File: config.mk
export PLATFORM = sky130hd
export DESIGN_NAME = bcd2binary_flat
export DESIGN_NICKNAME = d
export VERILOG_FILES = /design/src/rtl/bcd2binary_if.sv /design/src/rtl/bcd2binary.sv /design/src/flat_wrapper.sv
export SDC_FILE = /design/constraint.sdc
export NUM_CORES = 1
export LEC_CHECK = 0
export CAP_MARGIN = 30
export CORE_ASPECT_RATIO = 0.9
export CORE_MARGIN = 10
export CORE_UTILIZATION = 25
export DETAILED_ROUTE_END_ITERATION = 6
export SLEW_MARGIN = 25
export SYNTH_ARGS = -nofsm -noshare
export SYNTH_HDL_FRONTEND = slang
export SYNTH_SLANG_ARGS = --single-unit
File: constraint.sdc
create_clock -name sys_clk -period 5.9 [get_ports sys_clk]
set_input_delay 0.59 -clock sys_clk [delete_from_list [all_inputs] [get_ports sys_clk]]
set_output_delay 0.59 -clock sys_clk [all_outputs]
set_load 0.01 [all_outputs]
File: src/rtl/bcd2binary_if.sv
// bcd2binary_if: start/busy/done handshake and data bus for bcd2binary.
// The master requests conversions; the slave is the converter.
interface bcd2binary_if #(
    parameter int DIGITS = 6,
    parameter int BIN_W  = 20
);
    logic                  start;
    logic [4*DIGITS-1:0]   bcd_in;
    logic                  busy;
    logic                  done;
    logic                  err;
    logic [BIN_W-1:0]      bin_out;

    modport master (
        output start,
        output bcd_in,
        input  busy,
        input  done,
        input  err,
        input  bin_out
    );

    modport slave (
        input  start,
        input  bcd_in,
        output busy,
        output done,
        output err,
        output bin_out
    );
endinterface

File: src/rtl/bcd2binary.sv
// bcd2binary: sequential packed-BCD to unsigned binary converter.
// Reverse double-dabble: shift right, then -3 on every BCD nibble >= 8.
module bcd2binary #(
    parameter int DIGITS = 6,
    parameter int BIN_W  = 20
) (
    input  logic        sys_clk,
    input  logic        sys_rst,
    bcd2binary_if.slave bus
);
    localparam int BCD_W  = 4 * DIGITS;
    localparam int WORK_W = BCD_W + BIN_W;
    localparam int CNT_W  = $clog2(BIN_W + 1);

    localparam logic [CNT_W-1:0] LAST = CNT_W'(BIN_W - 1);

    localparam logic [0:0] IDLE = 1'b0;
    localparam logic [0:0] CONV = 1'b1;

    logic [0:0]        state_q, state_d;
    logic [CNT_W-1:0]  cnt_q, cnt_d;
    logic [WORK_W-1:0] work_q, work_d;
    logic              busy_q, busy_d;
    logic              done_q, done_d;
    logic              err_q, err_d;
    logic [BIN_W-1:0]  bin_q, bin_d;

    logic [WORK_W-1:0] shifted;
    logic [WORK_W-1:0] adjusted;
    logic              bad_digit;

    always_comb begin
        bad_digit = 1'b0;
        for (int i = 0; i < DIGITS; i++) begin
            if (bus.bcd_in[4*i +: 4] > 4'd9) begin
                bad_digit = 1'b1;
            end
        end
    end

    assign shifted = work_q >> 1;

    // A nibble is >= 8 exactly when its top bit is set.
    always_comb begin
        adjusted = shifted;
        for (int i = 0; i < DIGITS; i++) begin
            if (shifted[BIN_W + 4*i + 3]) begin
                adjusted[BIN_W + 4*i +: 4] =
                    shifted[BIN_W + 4*i +: 4] - 4'd3;
            end
        end
    end

    always_comb begin
        state_d = state_q;
        cnt_d   = cnt_q;
        work_d  = work_q;
        busy_d  = busy_q;
        done_d  = 1'b0;
        err_d   = err_q;
        bin_d   = bin_q;
        unique case (state_q)
            IDLE: begin
                if (bus.start) begin
                    if (bad_digit) begin
                        done_d = 1'b1;
                        err_d  = 1'b1;
                    end else begin
                        work_d  = {bus.bcd_in, {BIN_W{1'b0}}};
                        cnt_d   = '0;
                        err_d   = 1'b0;
                        busy_d  = 1'b1;
                        state_d = CONV;
                    end
                end
            end
            CONV: begin
                work_d = adjusted;
                cnt_d  = cnt_q + CNT_W'(1);
                // Final step: result is the post-shift value.
                if (cnt_q == LAST) begin
                    bin_d   = shifted[BIN_W-1:0];
                    done_d  = 1'b1;
                    busy_d  = 1'b0;
                    state_d = IDLE;
                end
            end
            default: begin
                state_d = IDLE;
            end
        endcase
    end

    always_ff @(posedge sys_clk or posedge sys_rst) begin
        if (sys_rst) begin
            state_q <= IDLE;
            cnt_q   <= '0;
            work_q  <= '0;
            busy_q  <= 1'b0;
            done_q  <= 1'b0;
            err_q   <= 1'b0;
            bin_q   <= '0;
        end else begin
            state_q <= state_d;
            cnt_q   <= cnt_d;
            work_q  <= work_d;
            busy_q  <= busy_d;
            done_q  <= done_d;
            err_q   <= err_d;
            bin_q   <= bin_d;
        end
    end

    assign bus.busy    = busy_q;
    assign bus.done    = done_q;
    assign bus.err     = err_q;
    assign bus.bin_out = bin_q;
endmodule
File: src/flat_wrapper.sv
// flat-port wrapper written by rule: the top's interface ports become plain ports
module bcd2binary_flat 
#(
    parameter int DIGITS = 6,
    parameter int BIN_W  = 20
)
  (sys_clk, sys_rst, bus_start, bus_bcd_in, bus_busy, bus_done, bus_err, bus_bin_out);
  bcd2binary_if #(.DIGITS(DIGITS), .BIN_W(BIN_W)) bus_i ();
  input  logic sys_clk;
  input  logic sys_rst;
  input wire logic [$bits(bus_i.start)-1:0] bus_start;
  input wire logic [$bits(bus_i.bcd_in)-1:0] bus_bcd_in;
  output wire logic [$bits(bus_i.busy)-1:0] bus_busy;
  output wire logic [$bits(bus_i.done)-1:0] bus_done;
  output wire logic [$bits(bus_i.err)-1:0] bus_err;
  output wire logic [$bits(bus_i.bin_out)-1:0] bus_bin_out;
  assign bus_i.start = bus_start;
  assign bus_i.bcd_in = bus_bcd_in;
  assign bus_busy = bus_i.busy;
  assign bus_done = bus_i.done;
  assign bus_err = bus_i.err;
  assign bus_bin_out = bus_i.bin_out;
  bcd2binary #(.DIGITS(DIGITS), .BIN_W(BIN_W)) u_core (.sys_clk(sys_clk), .sys_rst(sys_rst), .bus(bus_i));
endmodule
==> impl_metrics.tcl <==
set metrics [dict create \
    final.setup_skew_ns 0.00420 \
    fin_tns_setup_ns 0 \
    post_synth_xor_area_fraction_pct 3.10 \
    worst-slew-pin-transition_ns 0.598 \
    stdcell_area_um2 4090 \
    cellPowerDensity_nw_per_um2 494 \
    synth_compound_area_share_pct 17.2 \
    maximum_operating_frequency_ghz 0.391 \
    core-area_um2 12100 \
    clock_tree_from_tritoncts "yes" \
    worst-endpoint-required_ns 6.11 \
    synth.area.mux_share_pct 9.86 \
    die_area_um2 17300 \
    antenna_left 0 \
    count_of_distinct_cell_types_in_the_synthesized_netlist 31 \
    port-buffer-count 49 \
    grt_overflow_total 0 \
    area_growth_pct 31.6 \
    timing.critical_path.to_type "flop" \
    drtIter0Drc 159 \
    dp_hpwl_um 4920 \
    synth_top_family_by_area "compound AO/OA/AOI/OAI gates" \
    number_of_antenna_violations_at_the_first_check_in_global_routing 0 \
    nFillCells 1219 \
    cts_hold_buf 0 \
    peakVddDrop_mv 0.188 \
    worstReg2RegStart "u_core.state_q" \
    drive_gt1_share_pct 8.78 \
    hold_class "flop to flop" \
    timing.critical_path.from "bus_bcd_in[2]" \
    cts.sinks 72 \
    drt_drc 0 \
    yosysTopAreaCell "sky130_fd_sc_hd__dfrtp_1" \
    antennaDiodeCount 0 \
    synth-adder-area-share_pct 2.42 \
    final_common_cell "sky130_fd_sc_hd__dfrtp_1" \
    synthTopCellsByArea "sky130_fd_sc_hd__dfrtp_1 58%, sky130_fd_sc_hd__mux2_1 7.2%, sky130_fd_sc_hd__a221o_1 6.4%" \
    clk_pin_slew_worst_paths_ns 0.06 \
    nets_in_the_synthesized_netlist 272 \
    critical_path_class "primary input to flop" \
    cts_buffers 9 \
    htree_num_levels 3 \
    avgSynthCellArea_um2 13.0 \
    worstHoldPathCells 1 \
    nNetsFinal 324 \
    grt_setup_unrepaired "no" \
    finalWorstPathRequiredPeriod_ns 2.56 \
    die_h_um 126 \
    cts-root-buf "sky130_fd_sc_hd__clkbuf_16" \
    synthesized_cell_area_um2 3110 \
    cts_resized 0 \
    route.vias.total 2107 \
    wl_met1_um 3290 \
    worst-r2r-setup-slack_ns 3.48 \
    postSynthRegisterBits 72 \
    routedWlPerCell_um 15.7 \
    pin_count 50 \
    critPathCapture "u_core.work_q[32]" \
    run_status "finished clean" \
    r2r_end "u_core.work_q[32]" \
    netlist.area_leader.share_pct 58.0 \
    critical_path_peak_fanout 29 \
    postRouteWirelength_um 7170 \
    postSynthCellCount 239 \
    chipWidth_um 138 \
    place_congestion 0.794 \
    routed-wl-met3_um 393 \
    max_capacitance_violation_total 0 \
    first_global_vias 2254 \
    detail_route.vias_per_cell 4.62 \
    grtUsageTotal_pct 8.62 \
    initial_utilization_pct 25.6 \
    synth_simple_gate_area_share_pct 6.64 \
    fin_crit_sh_pct 43.3 \
    routed.top_layer "met4" \
    hold_violations 0 \
    dpl_cell_area_um2 3760 \
    routed-wl-met2_um 3400 \
    final_cell_mix "72 x sky130_fd_sc_hd__dfrtp_1, 49 x sky130_fd_sc_hd__clkdlybuf4s50_1, 22 x sky130_fd_sc_hd__a22o_1" \
    grt_first_pass_wirelength_um 12000 \
    seq_area_frac_synth_pct 58.0 \
    whs_ns 0.476 \
    slew_headroom_pct 60.1 \
    power.leakage_nw 1.84 \
    ctsLongestPathBuffers 2 \
    floorplan.rows 38 \
    pin_count_of_the_biggest_net_entering_global_routing 73 \
    timing.final.setup_violations 0 \
    drt-pass1-iter-count 4 \
    critPathArrivalTime_ns 2.76 \
    clk-insertion-delay-late_ns 0.33 \
    yosys_warnings 0 \
    worstRegToRegCells 5 \
    number_of_max_slew_violations_in_the_final_report 0 \
    post_cts.repair.setup_buffers 0 \
    worst_setup_path_start_kind "primary input" \
]
-- cells in the mapped netlist --
master / instances
sky130_fd_sc_hd__a21o_1: 1
sky130_fd_sc_hd__a31oi_1: 1
sky130_fd_sc_hd__nand4_2: 1
sky130_fd_sc_hd__nor2_2: 1
sky130_fd_sc_hd__o21a_1: 3
sky130_fd_sc_hd__nor2b_1: 8
sky130_fd_sc_hd__mux2i_1: 7
sky130_fd_sc_hd__a22o_1: 22
sky130_fd_sc_hd__nand3_1: 2
sky130_fd_sc_hd__buf_2: 3
sky130_fd_sc_hd__inv_1: 1
sky130_fd_sc_hd__inv_2: 1
sky130_fd_sc_hd__o21ai_1: 8
sky130_fd_sc_hd__xor2_1: 1
sky130_fd_sc_hd__nand4_1: 3
sky130_fd_sc_hd__clkbuf_1: 8
sky130_fd_sc_hd__ha_1: 6
sky130_fd_sc_hd__a221o_1: 20
sky130_fd_sc_hd__o21ai_0: 2
sky130_fd_sc_hd__mux2_2: 1
sky130_fd_sc_hd__buf_6: 3
sky130_fd_sc_hd__dfrtp_1: 72
sky130_fd_sc_hd__nor2_1: 20
sky130_fd_sc_hd__nand2_1: 4
sky130_fd_sc_hd__o32a_1: 2
sky130_fd_sc_hd__a21oi_1: 2
sky130_fd_sc_hd__o32ai_1: 1
sky130_fd_sc_hd__and2_1: 3
sky130_fd_sc_hd__a31o_1: 2
sky130_fd_sc_hd__mux2_1: 20
sky130_fd_sc_hd__xnor2_1: 10
-- where the power goes --
group / total (W) / switching (W) / internal (W) / leakage (nW)
sequential: 0.000841 / 0.000168 / 0.000674 / 0.957
clock: 0.000536 / 0.000207 / 0.000329 / 0.143
combinational: 0.000644 / 0.000288 / 0.000357 / 0.744
-- layer usage --
metal | up-vias | track usage [%]
li1 | 995 | -
met1 | 1063 | 10.9
met2 | 41 | 13.5
met3 | 8 | 2.62
met4 | 0 | 3.16
met5 | - | 0
-- kinds of logic (layout without fill, tap and decap cells) --
kind of cell	count (synthesis)	after routing
and+or+nand+nor	42	42
muxes	28	28
AOI/OAI and AO/OA	64	64
DFF	72	72
adders and majority gates	6	6
buffers and inverters	16	73
xor gates and xnor gates	11	11
-- flip-flops by register name (all words and copies together) (netlist names) --
| register | cells |
|---|---|
| u_core.work_q | 43 |
| u_core.bus.bin_out | 20 |
| u_core.cnt_q | 5 |
| u_core.bus.busy | 1 |
| u_core.bus.done | 1 |
| u_core.bus.err | 1 |
| u_core.state_q | 1 |
-- metrics by stage --
step	total power (W)	setup slack, ns	std cells	util, %
6_report	0.00202	3.34	456	33.7
5_1_grt	0.00216	3.20	456	33.7
4_1_cts	0.00205	3.36	455	33.5
3_5_place_dp	0.00150	3.01	439	31.1
3_3_place_gp	0.00148	3.02	438	30.9
2_1_floorplan	0.00127	3.49	239	-
-- worst min path at each step --
| stage | start | end | slack [ns] |
|---|---|---|---|
| 2_1_floorplan | u_core.cnt_q[4] | u_core.cnt_q[4] | 0.45 |
| 3_3_place_gp | u_core.cnt_q[4] | u_core.cnt_q[4] | 0.47 |
| 3_5_place_dp | u_core.cnt_q[4] | u_core.cnt_q[4] | 0.47 |
| 4_1_cts | u_core.cnt_q[4] | u_core.cnt_q[4] | 0.48 |
| 5_1_grt | u_core.bus.bin_out[11] | u_core.bus.bin_out[11] | 0.51 |
| 6_report | u_core.cnt_q[4] | u_core.cnt_q[4] | 0.48 |
-- final cells by class --
cell class | instances | area, um^2 | share of cell area, %
flip-flops and latches | 72 | 1800 | 44.1
multi-input cells | 151 | 1220 | 29.8
repair buffers | 55 | 563 | 13.8
clock buffers | 10 | 229 | 5.60
well taps | 160 | 200 | 4.89
clock inverters | 6 | 68.8 | 1.68
inverters | 2 | 7.51 | 0.184
-- worst max-delay path, stage by stage --
cell and delay [ns]:
sky130_fd_sc_hd__clkdlybuf4s50_1 0.43, sky130_fd_sc_hd__o21ai_1 0.25, sky130_fd_sc_hd__nand4_2 0.28, sky130_fd_sc_hd__o21a_1 0.47, sky130_fd_sc_hd__buf_4 0.34, sky130_fd_sc_hd__a221o_1 0.38
Note: power is estimated with default switching activity, not from simulation.
